File: src/rtl/tft_window_scheduler_if.sv
// tft_window_scheduler_if: window request, pixel stream and byte-driver handshakes
interface tft_window_scheduler_if;
  logic        i_win_valid;
  logic        o_win_ready;
  logic [8:0]  i_win_x0;
  logic [8:0]  i_win_x1;
  logic [8:0]  i_win_y0;
  logic [8:0]  i_win_y1;
  logic        i_pix_valid;
  logic [23:0] i_pix_data;
  logic        o_pix_ready;
  logic        i_abort;
  logic        o_drv_load;
  logic        o_drv_dc;
  logic [7:0]  o_drv_data;
  logic        i_drv_load_comp;
  logic        i_drv_write_comp;
  logic        o_busy;
  logic        o_done;
  logic        o_err;
  logic        o_aborted;
  modport slave (
    input  i_win_valid, i_win_x0, i_win_x1, i_win_y0, i_win_y1,
    input  i_pix_valid, i_pix_data, i_abort, i_drv_load_comp, i_drv_write_comp,
    output o_win_ready, o_pix_ready, o_drv_load, o_drv_dc, o_drv_data,
    output o_busy, o_done, o_err, o_aborted
  );
  modport master (
    output i_win_valid, i_win_x0, i_win_x1, i_win_y0, i_win_y1,
    output i_pix_valid, i_pix_data, i_abort, i_drv_load_comp, i_drv_write_comp,
    input  o_win_ready, o_pix_ready, o_drv_load, o_drv_dc, o_drv_data,
    input  o_busy, o_done, o_err, o_aborted
  );
endinterface

File: src/rtl/tft_window_scheduler.sv
// tft_window_scheduler: writes one RGB888 window to ILI9488 GRAM through the byte-level SPI driver
module tft_window_scheduler #(
  parameter int H_RES = 320,
  parameter int V_RES = 480
) (
  input logic                   i_clk,
  input logic                   i_rst_n,
  tft_window_scheduler_if.slave bus
);
  typedef enum logic [2:0] {IDLE, HDR_SEND, HDR_WAIT, FETCH, PIX_SEND, PIX_WAIT} state_t;
  state_t      r_state;
  logic [3:0]  r_hdr_idx;
  logic [1:0]  r_byte_idx;
  logic [8:0]  r_x0, r_x1, r_y0, r_y1, r_col, r_row;
  logic [15:0] r_pix_gb;
  logic        r_abort_pend;
  logic        r_drv_load, r_drv_dc, r_pix_ready, r_busy, r_done, r_err, r_aborted, r_win_ready;
  logic [7:0]  r_drv_data;
  logic [3:0]  w_nidx;
  logic [7:0]  w_hdr_byte;
  logic        w_hdr_dc;
  logic        w_win_ok;
  logic        w_last;
  assign w_nidx   = r_hdr_idx + 4'd1;
  assign w_hdr_dc = (w_nidx != 4'd5) && (w_nidx != 4'd10);
  assign w_win_ok = (bus.i_win_x0 <= bus.i_win_x1) && ({1'b0, bus.i_win_x1} < 10'(H_RES)) &&
                    (bus.i_win_y0 <= bus.i_win_y1) && ({1'b0, bus.i_win_y1} < 10'(V_RES));
  assign w_last   = (r_byte_idx == 2'd2) && (r_col == r_x1) && (r_row == r_y1);
  // Byte for the header slot about to be loaded; slot 0 (0x2A) is issued at accept
  always_comb
    case (w_nidx)
      4'd1:    w_hdr_byte = {7'd0, r_x0[8]};
      4'd2:    w_hdr_byte = r_x0[7:0];
      4'd3:    w_hdr_byte = {7'd0, r_x1[8]};
      4'd4:    w_hdr_byte = r_x1[7:0];
      4'd5:    w_hdr_byte = 8'h2B;
      4'd6:    w_hdr_byte = {7'd0, r_y0[8]};
      4'd7:    w_hdr_byte = r_y0[7:0];
      4'd8:    w_hdr_byte = {7'd0, r_y1[8]};
      4'd9:    w_hdr_byte = r_y1[7:0];
      default: w_hdr_byte = 8'h2C;
    endcase
  always_ff @(posedge i_clk or negedge i_rst_n)
    if (!i_rst_n) begin
      r_state      <= IDLE;
      r_hdr_idx    <= 4'd0;
      r_byte_idx   <= 2'd0;
      r_x0         <= 9'd0;
      r_x1         <= 9'd0;
      r_y0         <= 9'd0;
      r_y1         <= 9'd0;
      r_col        <= 9'd0;
      r_row        <= 9'd0;
      r_pix_gb     <= 16'd0;
      r_abort_pend <= 1'b0;
      r_drv_load   <= 1'b0;
      r_drv_dc     <= 1'b0;
      r_drv_data   <= 8'd0;
      r_pix_ready  <= 1'b0;
      r_busy       <= 1'b0;
      r_done       <= 1'b0;
      r_err        <= 1'b0;
      r_aborted    <= 1'b0;
      r_win_ready  <= 1'b1;
    end else begin
      r_done    <= 1'b0;
      r_err     <= 1'b0;
      r_aborted <= 1'b0;
      case (r_state)
        IDLE:
          if (bus.i_win_valid) begin
            if (w_win_ok) begin
              r_x0         <= bus.i_win_x0;
              r_x1         <= bus.i_win_x1;
              r_y0         <= bus.i_win_y0;
              r_y1         <= bus.i_win_y1;
              r_hdr_idx    <= 4'd0;
              r_abort_pend <= 1'b0;
              r_state      <= HDR_SEND;
              r_drv_load   <= 1'b1;
              r_drv_dc     <= 1'b0;
              r_drv_data   <= 8'h2A;
              r_win_ready  <= 1'b0;
              r_busy       <= 1'b1;
            end else
              r_err <= 1'b1;
          end
        HDR_SEND:
          if (bus.i_drv_load_comp) begin
            r_state    <= HDR_WAIT;
            r_drv_load <= 1'b0;
            r_drv_dc   <= 1'b0;
            r_drv_data <= 8'd0;
          end
        HDR_WAIT:
          if (bus.i_drv_write_comp) begin
            if (r_hdr_idx == 4'd10) begin
              r_state     <= FETCH;
              r_col       <= r_x0;
              r_row       <= r_y0;
              r_pix_ready <= 1'b1;
            end else begin
              r_hdr_idx  <= w_nidx;
              r_state    <= HDR_SEND;
              r_drv_load <= 1'b1;
              r_drv_dc   <= w_hdr_dc;
              r_drv_data <= w_hdr_byte;
            end
          end
        FETCH:
          if (bus.i_abort) begin
            r_state     <= IDLE;
            r_pix_ready <= 1'b0;
            r_aborted   <= 1'b1;
            r_busy      <= 1'b0;
            r_win_ready <= 1'b1;
          end else if (bus.i_pix_valid) begin
            r_pix_gb    <= bus.i_pix_data[15:0];
            r_byte_idx  <= 2'd0;
            r_state     <= PIX_SEND;
            r_pix_ready <= 1'b0;
            r_drv_load  <= 1'b1;
            r_drv_dc    <= 1'b1;
            r_drv_data  <= bus.i_pix_data[23:16];
          end
        PIX_SEND: begin
          if (bus.i_abort)
            r_abort_pend <= 1'b1;
          if (bus.i_drv_load_comp) begin
            r_state    <= PIX_WAIT;
            r_drv_load <= 1'b0;
            r_drv_dc   <= 1'b0;
            r_drv_data <= 8'd0;
          end
        end
        PIX_WAIT:
          if (bus.i_drv_write_comp) begin
            // Completing the final byte wins over a pending abort
            if (w_last) begin
              r_state     <= IDLE;
              r_done      <= 1'b1;
              r_busy      <= 1'b0;
              r_win_ready <= 1'b1;
            end else if (r_abort_pend || bus.i_abort) begin
              r_state     <= IDLE;
              r_aborted   <= 1'b1;
              r_busy      <= 1'b0;
              r_win_ready <= 1'b1;
            end else if (r_byte_idx != 2'd2) begin
              r_byte_idx <= r_byte_idx + 2'd1;
              r_state    <= PIX_SEND;
              r_drv_load <= 1'b1;
              r_drv_dc   <= 1'b1;
              r_drv_data <= (r_byte_idx == 2'd0) ? r_pix_gb[15:8] : r_pix_gb[7:0];
            end else begin
              r_col       <= (r_col == r_x1) ? r_x0 : r_col + 9'd1;
              r_row       <= (r_col == r_x1) ? r_row + 9'd1 : r_row;
              r_state     <= FETCH;
              r_pix_ready <= 1'b1;
            end
          end else if (bus.i_abort)
            r_abort_pend <= 1'b1;
        default: begin
          r_state     <= IDLE;
          r_drv_load  <= 1'b0;
          r_drv_dc    <= 1'b0;
          r_drv_data  <= 8'd0;
          r_pix_ready <= 1'b0;
          r_busy      <= 1'b0;
          r_win_ready <= 1'b1;
        end
      endcase
    end
  assign bus.o_win_ready = r_win_ready;
  assign bus.o_pix_ready = r_pix_ready & ~bus.i_abort;
  assign bus.o_drv_load  = r_drv_load;
  assign bus.o_drv_dc    = r_drv_dc;
  assign bus.o_drv_data  = r_drv_data;
  assign bus.o_busy      = r_busy;
  assign bus.o_done      = r_done;
  assign bus.o_err       = r_err;
  assign bus.o_aborted   = r_aborted;
endmodule
File: src/flat_wrapper.sv
// flat-port wrapper written by rule: the top's interface ports become plain ports
module tft_window_scheduler_flat 
#(
  parameter int H_RES = 320,
  parameter int V_RES = 480
)
  (i_clk, i_rst_n, bus_i_win_valid, bus_i_win_x0, bus_i_win_x1, bus_i_win_y0, bus_i_win_y1, bus_i_pix_valid, bus_i_pix_data, bus_i_abort, bus_i_drv_load_comp, bus_i_drv_write_comp, bus_o_win_ready, bus_o_pix_ready, bus_o_drv_load, bus_o_drv_dc, bus_o_drv_data, bus_o_busy, bus_o_done, bus_o_err, bus_o_aborted);
  tft_window_scheduler_if bus_i ();
  input logic i_clk;
  input logic i_rst_n;
  input wire logic [$bits(bus_i.i_win_valid)-1:0] bus_i_win_valid;
  input wire logic [$bits(bus_i.i_win_x0)-1:0] bus_i_win_x0;
  input wire logic [$bits(bus_i.i_win_x1)-1:0] bus_i_win_x1;
  input wire logic [$bits(bus_i.i_win_y0)-1:0] bus_i_win_y0;
  input wire logic [$bits(bus_i.i_win_y1)-1:0] bus_i_win_y1;
  input wire logic [$bits(bus_i.i_pix_valid)-1:0] bus_i_pix_valid;
  input wire logic [$bits(bus_i.i_pix_data)-1:0] bus_i_pix_data;
  input wire logic [$bits(bus_i.i_abort)-1:0] bus_i_abort;
  input wire logic [$bits(bus_i.i_drv_load_comp)-1:0] bus_i_drv_load_comp;
  input wire logic [$bits(bus_i.i_drv_write_comp)-1:0] bus_i_drv_write_comp;
  output wire logic [$bits(bus_i.o_win_ready)-1:0] bus_o_win_ready;
  output wire logic [$bits(bus_i.o_pix_ready)-1:0] bus_o_pix_ready;
  output wire logic [$bits(bus_i.o_drv_load)-1:0] bus_o_drv_load;
  output wire logic [$bits(bus_i.o_drv_dc)-1:0] bus_o_drv_dc;
  output wire logic [$bits(bus_i.o_drv_data)-1:0] bus_o_drv_data;
  output wire logic [$bits(bus_i.o_busy)-1:0] bus_o_busy;
  output wire logic [$bits(bus_i.o_done)-1:0] bus_o_done;
  output wire logic [$bits(bus_i.o_err)-1:0] bus_o_err;
  output wire logic [$bits(bus_i.o_aborted)-1:0] bus_o_aborted;
  assign bus_i.i_win_valid = bus_i_win_valid;
  assign bus_i.i_win_x0 = bus_i_win_x0;
  assign bus_i.i_win_x1 = bus_i_win_x1;
  assign bus_i.i_win_y0 = bus_i_win_y0;
  assign bus_i.i_win_y1 = bus_i_win_y1;
  assign bus_i.i_pix_valid = bus_i_pix_valid;
  assign bus_i.i_pix_data = bus_i_pix_data;
  assign bus_i.i_abort = bus_i_abort;
  assign bus_i.i_drv_load_comp = bus_i_drv_load_comp;
  assign bus_i.i_drv_write_comp = bus_i_drv_write_comp;
  assign bus_o_win_ready = bus_i.o_win_ready;
  assign bus_o_pix_ready = bus_i.o_pix_ready;
  assign bus_o_drv_load = bus_i.o_drv_load;
  assign bus_o_drv_dc = bus_i.o_drv_dc;
  assign bus_o_drv_data = bus_i.o_drv_data;
  assign bus_o_busy = bus_i.o_busy;
  assign bus_o_done = bus_i.o_done;
  assign bus_o_err = bus_i.o_err;
  assign bus_o_aborted = bus_i.o_aborted;
  tft_window_scheduler #(.H_RES(H_RES), .V_RES(V_RES)) u_core (.i_clk(i_clk), .i_rst_n(i_rst_n), .bus(bus_i));
endmodule
File: config.mk
export PLATFORM = sky130hd
export DESIGN_NAME = tft_window_scheduler_flat
export DESIGN_NICKNAME = d
export VERILOG_FILES = /design/src/rtl/tft_window_scheduler_if.sv /design/src/rtl/tft_window_scheduler.sv /design/src/flat_wrapper.sv
export SDC_FILE = /design/constraint.sdc
export NUM_CORES = 1
export LEC_CHECK = 0
export BUFFER_PORTS_ARGS = -buffer_cell sky130_fd_sc_hd__buf_2
export CAP_MARGIN = 20
export CORE_AREA = 2 2 110 112
export DETAILED_ROUTE_END_ITERATION = 6
export DIE_AREA = 0 0 112 114
export PLACE_DENSITY = 0.76
export SYNTH_ARGS = -nofsm -noshare
export SYNTH_HDL_FRONTEND = slang
export SYNTH_SLANG_ARGS = --single-unit
File: constraint.sdc
create_clock -name i_clk -period 2.4 [get_ports i_clk]
set_input_delay 0.24 -clock i_clk [delete_from_list [all_inputs] [get_ports i_clk]]
set_output_delay 0.24 -clock i_clk [all_outputs]
set_load 0.02 [all_outputs]
# Word-level counts from Yosys, hierarchy flattened
# Index checks and enable logic that the tools add are counted.
[classes]
addsub = 4
order_cmp = 4
n_eq_ne = 41
n_mux = 105
bitwise = 4
reduce_logical = 27
[ops]
columns = ["operator", "count"]
rows = [
  ["9-bit two-way mux", 14],
  ["8-bit two-way mux", 12],
  ["8-bit one-hot mux with 9 select lines", 1],
  ["1-bit two-way mux", 43],
  ["8-bit one-hot mux with 5 select lines", 1],
  ["9-bit one-hot mux with 2 select lines", 2],
  ["3-bit two-way mux", 11],
  ["2-bit inequality test (second input constant)", 14],
  ["7-bit AND reduction", 3],
  ["9-bit by 1-bit adder with 9-bit output (second input constant)", 2],
  ["9-bit equality test", 2],
  ["9-bit <= comparator", 2],
  ["9-bit < comparator (second input constant)", 2],
  ["3-bit one-hot mux with 6 select lines", 1],
  ["4-bit by 3-bit equality test with 1-bit output (second input constant)", 4],
  ["4-bit two-way mux", 4],
  ["8-bit AND reduction", 2],
  ["2-bit two-way mux", 7],
  ["4-bit equality test (second input constant)", 3],
  ["1-bit one-hot mux with 4 select lines", 3],
  ["11-bit AND reduction", 1],
  ["2-bit by 1-bit inequality test with 1-bit output (second input constant)", 5],
  ["1-bit one-hot mux with 5 select lines", 2],
  ["4-bit by 2-bit equality test with 1-bit output (second input constant)", 2],
  ["other kinds (29)", 42],
]
[totals]
register_bits = 96
input_bits = 67
output_inout_bits = 16
elab_cells = 205

# Depth between registers and ports, before layout
[logic_depth]
depth_word = 7
mapped_depth = 11
mapped_depth_nobuf = 9

# Worst setup path before layout
# OpenSTA, ideal clock, no wires.
[synth_path]
path_type = "in2reg"
startpoint = "input port bus_i_win_x1[6]"
endpoint = "register u_core.r_drv_dc, in the netlist u_core.bus.o_drv_dc"
setup_time_ps = 125
arrival_time_ps = 2153
required_time_ps = 2275
path_slack_ps = 122
path_stages = 10
path_buffers = 1
path_cell_list = "inv_1 -> ha_1 -> a211oi_1 -> nor2_1 -> a2111oi_0 -> o211a_1 -> a21o_1 -> buf_2 -> nand4_4 -> mux2_4"
[synth_via]
elab_chain_cells = 6
word_cells_on_any_way = 7
cone_classes = "order compare: 2; eq/ne: 1; reduce/logical: 4"
[synth_rtl]
columns = ["element", "line_no", "text"]
rows = [
  ["start, declared", "flat_wrapper.sv:13", "input wire logic [$bits(bus_i.i_win_x1)-1:0] bus_i_win_x1;"],
  ["9-bit <= comparator or 9-bit < comparator (tied branches)", "tft_window_scheduler.sv:26", "assign w_win_ok = (bus.i_win_x0 <= bus.i_win_x1) && ({1'b0, bus.i_win_x1} < 10'(H_RES)) &&"],
  ["1-bit logical AND (*) (2 in series)", "tft_window_scheduler.sv:26", ""],
  ["1-bit logical AND (*)", "tft_window_scheduler.sv:27", "(bus.i_win_y0 <= bus.i_win_y1) && ({1'b0, bus.i_win_y1} < 10'(V_RES));"],
  ["2-bit by 1-bit inequality test with 1-bit output (no source line) (*)", "--", ""],
  ["11-bit AND reduction (no source line) (*)", "--", ""],
  ["end signal, assigned", "tft_window_scheduler.sv:106", "r_drv_dc <= w_hdr_dc;"],
  ["end, declared", "tft_window_scheduler.sv:17", "logic r_drv_load, r_drv_dc, r_pix_ready, r_busy, r_done, r_err, r_aborted, r_win_ready;"],
]
# Every way passes the cells marked *; elsewhere a longest branch is shown, timed or not.
# A chain may end at the register's enable or synchronous reset.

# Worst setup path after layout
[layout_path]
startpoint = "register u_core.r_hdr_idx[0]"
endpoint = "register u_core.r_drv_data[3], in the netlist u_core.bus.o_drv_data[3]"
[layout_via]
elab_chain_cells = 6
word_cells_on_any_way = 17
cone_classes = "add/sub: 1; eq/ne: 11; mux: 4; reduce/logical: 1"
[layout_rtl]
columns = ["element", "line_no", "text"]
rows = [
  ["start, declared", "tft_window_scheduler.sv:12", "logic [3:0] r_hdr_idx;"],
  ["start signal, assigned", "tft_window_scheduler.sv:103", "r_hdr_idx <= w_nidx;"],
  ["4-bit by 1-bit adder with 4-bit output", "tft_window_scheduler.sv:24", "assign w_nidx = r_hdr_idx + 4'd1;"],
  ["4-bit equality test (tied with other cells)", "tft_window_scheduler.sv:31", "case (w_nidx)"],
  ["8-bit one-hot mux with 9 select lines", "tft_window_scheduler.sv:31", ""],
  ["8-bit two-way mux", "tft_window_scheduler.sv:97", "if (r_hdr_idx == 4'd10) begin"],
  ["8-bit two-way mux", "tft_window_scheduler.sv:96", "if (bus.i_drv_write_comp) begin"],
  ["8-bit one-hot mux with 5 select lines", "tft_window_scheduler.sv:69", "case (r_state)"],
  ["end signal, assigned", "tft_window_scheduler.sv:107", "r_drv_data <= w_hdr_byte;"],
  ["end signal, assigned", "tft_window_scheduler.sv:124", "r_drv_data <= bus.i_pix_data[23:16];"],
  ["end signal, assigned", "tft_window_scheduler.sv:154", "r_drv_data <= (r_byte_idx == 2'd0) ? r_pix_gb[15:8] : r_pix_gb[7:0];"],
  ["end, declared", "tft_window_scheduler.sv:18", "logic [7:0] r_drv_data;"],
]
# Parallel ways exist; a longest one is shown, timed or not. The select of a mux whose other input is x is not followed.

==> metrics.txt <==
# TYPE chip_impl_metric gauge
chip_impl_metric{name="yosys_warnings",unit=""} 0
chip_impl_info{name="top_usage_layer",value="met2"} 1
chip_impl_metric{name="detail_route.drc_violations",unit=""} 0
chip_impl_metric{name="via_count",unit=""} 5264
chip_impl_metric{name="power.switching_fraction",unit="%"} 38.95
chip_impl_metric{name="pin_count_of_the_biggest_net_entering_global_routing",unit=""} 70
chip_impl_metric{name="cts_num_sinks",unit=""} 96
chip_impl_info{name="ys.flop_type",value="dfrtp_1"} 1
chip_impl_info{name="crit_path_frequent_cell",value="buf_4"} 1
chip_impl_metric{name="timing_worst_slew_pin_value",unit="ns"} 0.6859
chip_impl_info{name="critPathCaptureType",value="flip-flop"} 1
chip_impl_metric{name="global_route.usage.met3",unit="%"} 3.401
chip_impl_metric{name="dp_hpwl",unit="um"} 12640
chip_impl_info{name="most_numerous_cell_in_the_yosys_netlist",value="dfrtp_1"} 1
chip_impl_metric{name="post_synth_num_cell_types",unit=""} 69
chip_impl_metric{name="timing.hold.ws",unit="ns"} 0.1158
chip_impl_info{name="startpoint_type",value="flip-flop"} 1
chip_impl_metric{name="synthToLayoutAreaGrowth",unit="%"} 23.52
chip_impl_info{name="worstSetupPathType",value="reg2reg"} 1
chip_impl_metric{name="num_io_pins",unit=""} 83
chip_impl_metric{name="wl_per_cell",unit="um"} 18.23
chip_impl_info{name="worst_hold_path_type",value="in2reg"} 1
chip_impl_metric{name="cp_max_fo",unit=""} 8
chip_impl_metric{name="final.setup_skew",unit="ns"} 0.008222
chip_impl_metric{name="synth_cells",unit=""} 612
chip_impl_metric{name="cp.buffers_inverters",unit=""} 3
chip_impl_metric{name="routed_wirelength",unit="um"} 16280
chip_impl_metric{name="slew-limit-headroom",unit="%"} 53.92
chip_impl_info{name="cp_top_family",value="compound AO/OA/AOI/OAI gates"} 1
chip_impl_metric{name="p_leak",unit="nW"} 3.436
chip_impl_info{name="unrepaired_setup_endpoints_after_global_routing",value="true"} 1
chip_impl_metric{name="cell_internal_pwr",unit="mW"} 4.973
chip_impl_metric{name="seq_area_frac_synth",unit="%"} 41.03
chip_impl_info{name="synth.top_cells.by_area",value="dfrtp_1 (41%), mux2_2 (8.1%), ha_1 (6.0%)"} 1
chip_impl_metric{name="clock_tree.buffer_depth",unit=""} 2
chip_impl_metric{name="worstPathRequired",unit="ns"} 2.68
chip_impl_metric{name="sequential_cell_area",unit="um2"} 2404
chip_impl_metric{name="maxClockFrequency",unit="MHz"} 419.1
chip_impl_info{name="synthDominantAreaCellType",value="dfrtp_1"} 1
chip_impl_metric{name="gr-total-overflow",unit=""} 0
chip_impl_metric{name="clock_latency",unit="ns"} 0.35
chip_impl_metric{name="maxCapViolCount",unit=""} 0
chip_impl_metric{name="antenna_cells_inserted",unit=""} 0
chip_impl_metric{name="die_y",unit="um"} 114
chip_impl_metric{name="share_seq_of_total_power",unit="%"} 35.6
chip_impl_metric{name="cp.arrival",unit="ns"} 2.67
chip_impl_metric{name="critical-path-max-stage-delay",unit="ns"} 0.39
chip_impl_metric{name="drive_above_1_share",unit="%"} 32.04
chip_impl_metric{name="dpl-instance-area",unit="um2"} 6810
chip_impl_metric{name="post-route-period-util",unit="%"} 99.43
chip_impl_metric{name="nFillCells",unit=""} 1004
chip_impl_metric{name="numCtsBuffers",unit=""} 9
chip_impl_metric{name="fin_crit",unit="ns"} 2.386
chip_impl_metric{name="gr_layer_usage_met1",unit="%"} 35.33
chip_impl_info{name="cts_tree",value="done"} 1
chip_impl_metric{name="globalRouteMet2Util",unit="%"} 42.51
chip_impl_metric{name="postLayoutSetupSlackWorst",unit="ns"} 0.01370
chip_impl_metric{name="synth_edf_count",unit=""} 0
chip_impl_metric{name="grt_antenna_before_repair",unit=""} 0
chip_impl_metric{name="floorplan.rows",unit=""} 40
chip_impl_info{name="clk_root_buffer_cell",value="clkbuf_16"} 1
chip_impl_metric{name="timing_hold_violations_final",unit=""} 0
chip_impl_metric{name="syn-mean-instance-area",unit="um2"} 9.572
chip_impl_metric{name="start_util",unit="%"} 50.02
chip_impl_metric{name="number_of_h_tree_levels",unit=""} 3
chip_impl_metric{name="power.density",unit="nW/um2"} 1126
chip_impl_metric{name="dieWidth",unit="um"} 112
chip_impl_metric{name="synth.net_count",unit=""} 707
chip_impl_metric{name="avgViaCountPerCell",unit=""} 5.895
chip_impl_metric{name="grt_pass1_vias",unit=""} 5274
chip_impl_metric{name="area_used_by_multi_input_combinational_logic",unit="um2"} 3224
chip_impl_metric{name="ant_nets",unit=""} 0
chip_impl_metric{name="globalRouteTotalUtil",unit="%"} 26.26
chip_impl_info{name="synth_commonest_cells",value="dfrtp_1 (95), nand2_1 (65), o21ai_0 (46)"} 1
chip_impl_metric{name="ys_ff_latch",unit=""} 96
chip_impl_metric{name="power.net_switching",unit="mW"} 3.173
chip_impl_metric{name="synth_largest_type_area_fraction",unit="%"} 40.58
chip_impl_metric{name="fin_total_pwr",unit="mW"} 8.146
chip_impl_info{name="result_of_the_run",value="complete, no violations"} 1
chip_impl_info{name="worstPathCellList",value="buf_4, nand2_2, xor2_2, buf_4, o22ai_2, a221oi_2, a2111oi_0, buf_4, o32ai_1, a22o_1"} 1
chip_impl_metric{name="global_route_wire_length_before_repair",unit="um"} 26330
chip_impl_metric{name="finish.instance_area",unit="um2"} 7236
chip_impl_metric{name="postSynth.asyncResetShare",unit="%"} 100.0
chip_impl_metric{name="mappedNetlistArea",unit="um2"} 5858
chip_impl_metric{name="final_net_count",unit=""} 836
chip_impl_info{name="critical-path-slowest-cell",value="dfrtp_1"} 1
chip_impl_metric{name="drtIter0Drc",unit=""} 407
chip_impl_metric{name="port-buffer-count",unit=""} 82
chip_impl_metric{name="die_area",unit="um2"} 12770
chip_impl_metric{name="power.clock.fraction",unit="%"} 19.4
chip_impl_metric{name="gpl.final_weighted_congestion",unit=""} 0.9579
chip_impl_metric{name="power.ir.vdd_worst",unit="mV"} 0.6399
chip_impl_metric{name="pwr-share-comb",unit="%"} 45.0
chip_impl_metric{name="post-place-ws",unit="ns"} -0.1611
chip_impl_metric{name="final-setup-viol-count",unit=""} 0
chip_impl_metric{name="drt-pass1-iter-count",unit=""} 5
chip_impl_metric{name="cts.clk_slew.worst_paths",unit="ns"} 0.07
chip_impl_metric{name="core_box_area",unit="um2"} 11710
chip_impl_metric{name="final-max-slew-violation-count",unit=""} 0
-- stage by stage --
step	cells	util, %	setup TNS, ns
6_report	893	61.78	0
5_1_grt	893	61.78	-0.1702
4_1_cts	891	61.08	0
3_5_place_dp	874	58.15	-4.164
3_3_place_gp	874	58.15	-1.719
2_1_floorplan	612	-	0
-- placed cells by master (no fill, tap or decap), types with 5 or more instances in the layout --
cell / synthesis / layout
o21ai_0: 46 / 45
nor3_1: 10 / 10
o2bb2ai_1: 6 / 6
a21o_1: 5 / 5
nand2_1: 65 / 65
buf_4: 2 / 65
ha_1: 28 / 26
a31oi_1: 7 / 7
nand4_1: 8 / 8
buf_2: 7 / 81
mux2_2: 42 / 42
a21oi_1: 39 / 39
dfrtp_1: 95 / 95
a22oi_1: 6 / 6
and3_1: 6 / 6
nor2_1: 33 / 32
nor2b_1: 6 / 6
nand3_1: 18 / 18
inv_1: 31 / 31
o22ai_1: 7 / 6
xor2_1: 9 / 9
a22o_1: 10 / 9
xnor2_1: 14 / 14
clkbuf_16: 0 / 9
-- power groups by stage --
stage	registers [mW]	logic [mW]	clock network, mW
3_3_place_gp	2.86	3.39	0
6_report	2.90	3.67	1.58
5_1_grt	2.96	4.03	1.67
4_1_cts	2.87	3.54	1.60
2_1_floorplan	2.79	2.26	0
3_5_place_dp	2.90	3.52	0
-- metal layers --
| metal | wire (um) | up-vias |
|---|---|---|
| met5 | 0 | - |
| met4 | 538 | 0 |
| met3 | 825 | 28 |
| met2 | 7645 | 193 |
| met1 | 7270 | 2542 |
| li1 | - | 2501 |
-- logic make-up after synthesis --
group	Yosys count	share of synthesized area (%)
and+or+nand+nor	174	14.50
adders and majority gates	28	5.980
AOI/OAI and AO/OA	181	21.19
buffers and inverters	65	5.083
xor gates and xnor gates	24	3.717
DFF	96	41.03
muxes	44	8.501
-- timing repair --
item	4_1_cts	5_1_grt
hold buffers	1	0
pin swaps	0	5
endpoints found under the hold margin	27	0
resized for setup	2	18
setup endpoints to repair	4	18
buffers inserted	0	2
-- final cells by class --
type                       instances  share of cell area, %
tap                              147                  2.542
timing repair buffer             151                  13.47
inverter                          32                  1.660
multi-input combinational        451                  44.56
clock inverter                     6                  1.245
clock buffer                      10                  3.303
sequential                        96                  33.22
-- registers in the layout, indices dropped and copies added, names as in the netlist --
register and flops:
u_core.r_x0 9, u_core.bus.o_win_ready 1, u_core.bus.o_drv_load 1, u_core.bus.o_drv_data 8
u_core.bus.o_aborted 1, u_core.r_state 3, u_core.r_hdr_idx 4, u_core.r_pix_ready 1
u_core.bus.o_drv_dc 1, u_core.r_x1 9, u_core.bus.o_done 1, u_core.r_byte_idx 2
u_core.r_abort_pend 1, u_core.r_y0 9, u_core.r_col 9, u_core.r_y1 9
u_core.r_pix_gb 16, u_core.bus.o_busy 1, u_core.r_row 9, u_core.bus.o_err 1
-- final timing paths --
kind                                      from                       end  depth (start not counted)  slack (ns)
hold / removal              bus_i_pix_data[15]       u_core.r_pix_gb[15]                          2        0.12
max in group asynchronous              i_rst_n    u_core.bus.o_win_ready                          3        1.35
setup / recovery           u_core.r_hdr_idx[0]  u_core.bus.o_drv_data[3]                         10        0.01
min in group asynchronous              i_rst_n       u_core.r_pix_gb[13]                          2        0.35
hold reg to reg             u_core.r_pix_ready        u_core.r_pix_ready                          1        0.47
setup reg to reg           u_core.r_hdr_idx[0]  u_core.bus.o_drv_data[3]                         10        0.01
No activity file was read; power rests on OpenSTA's default activity.
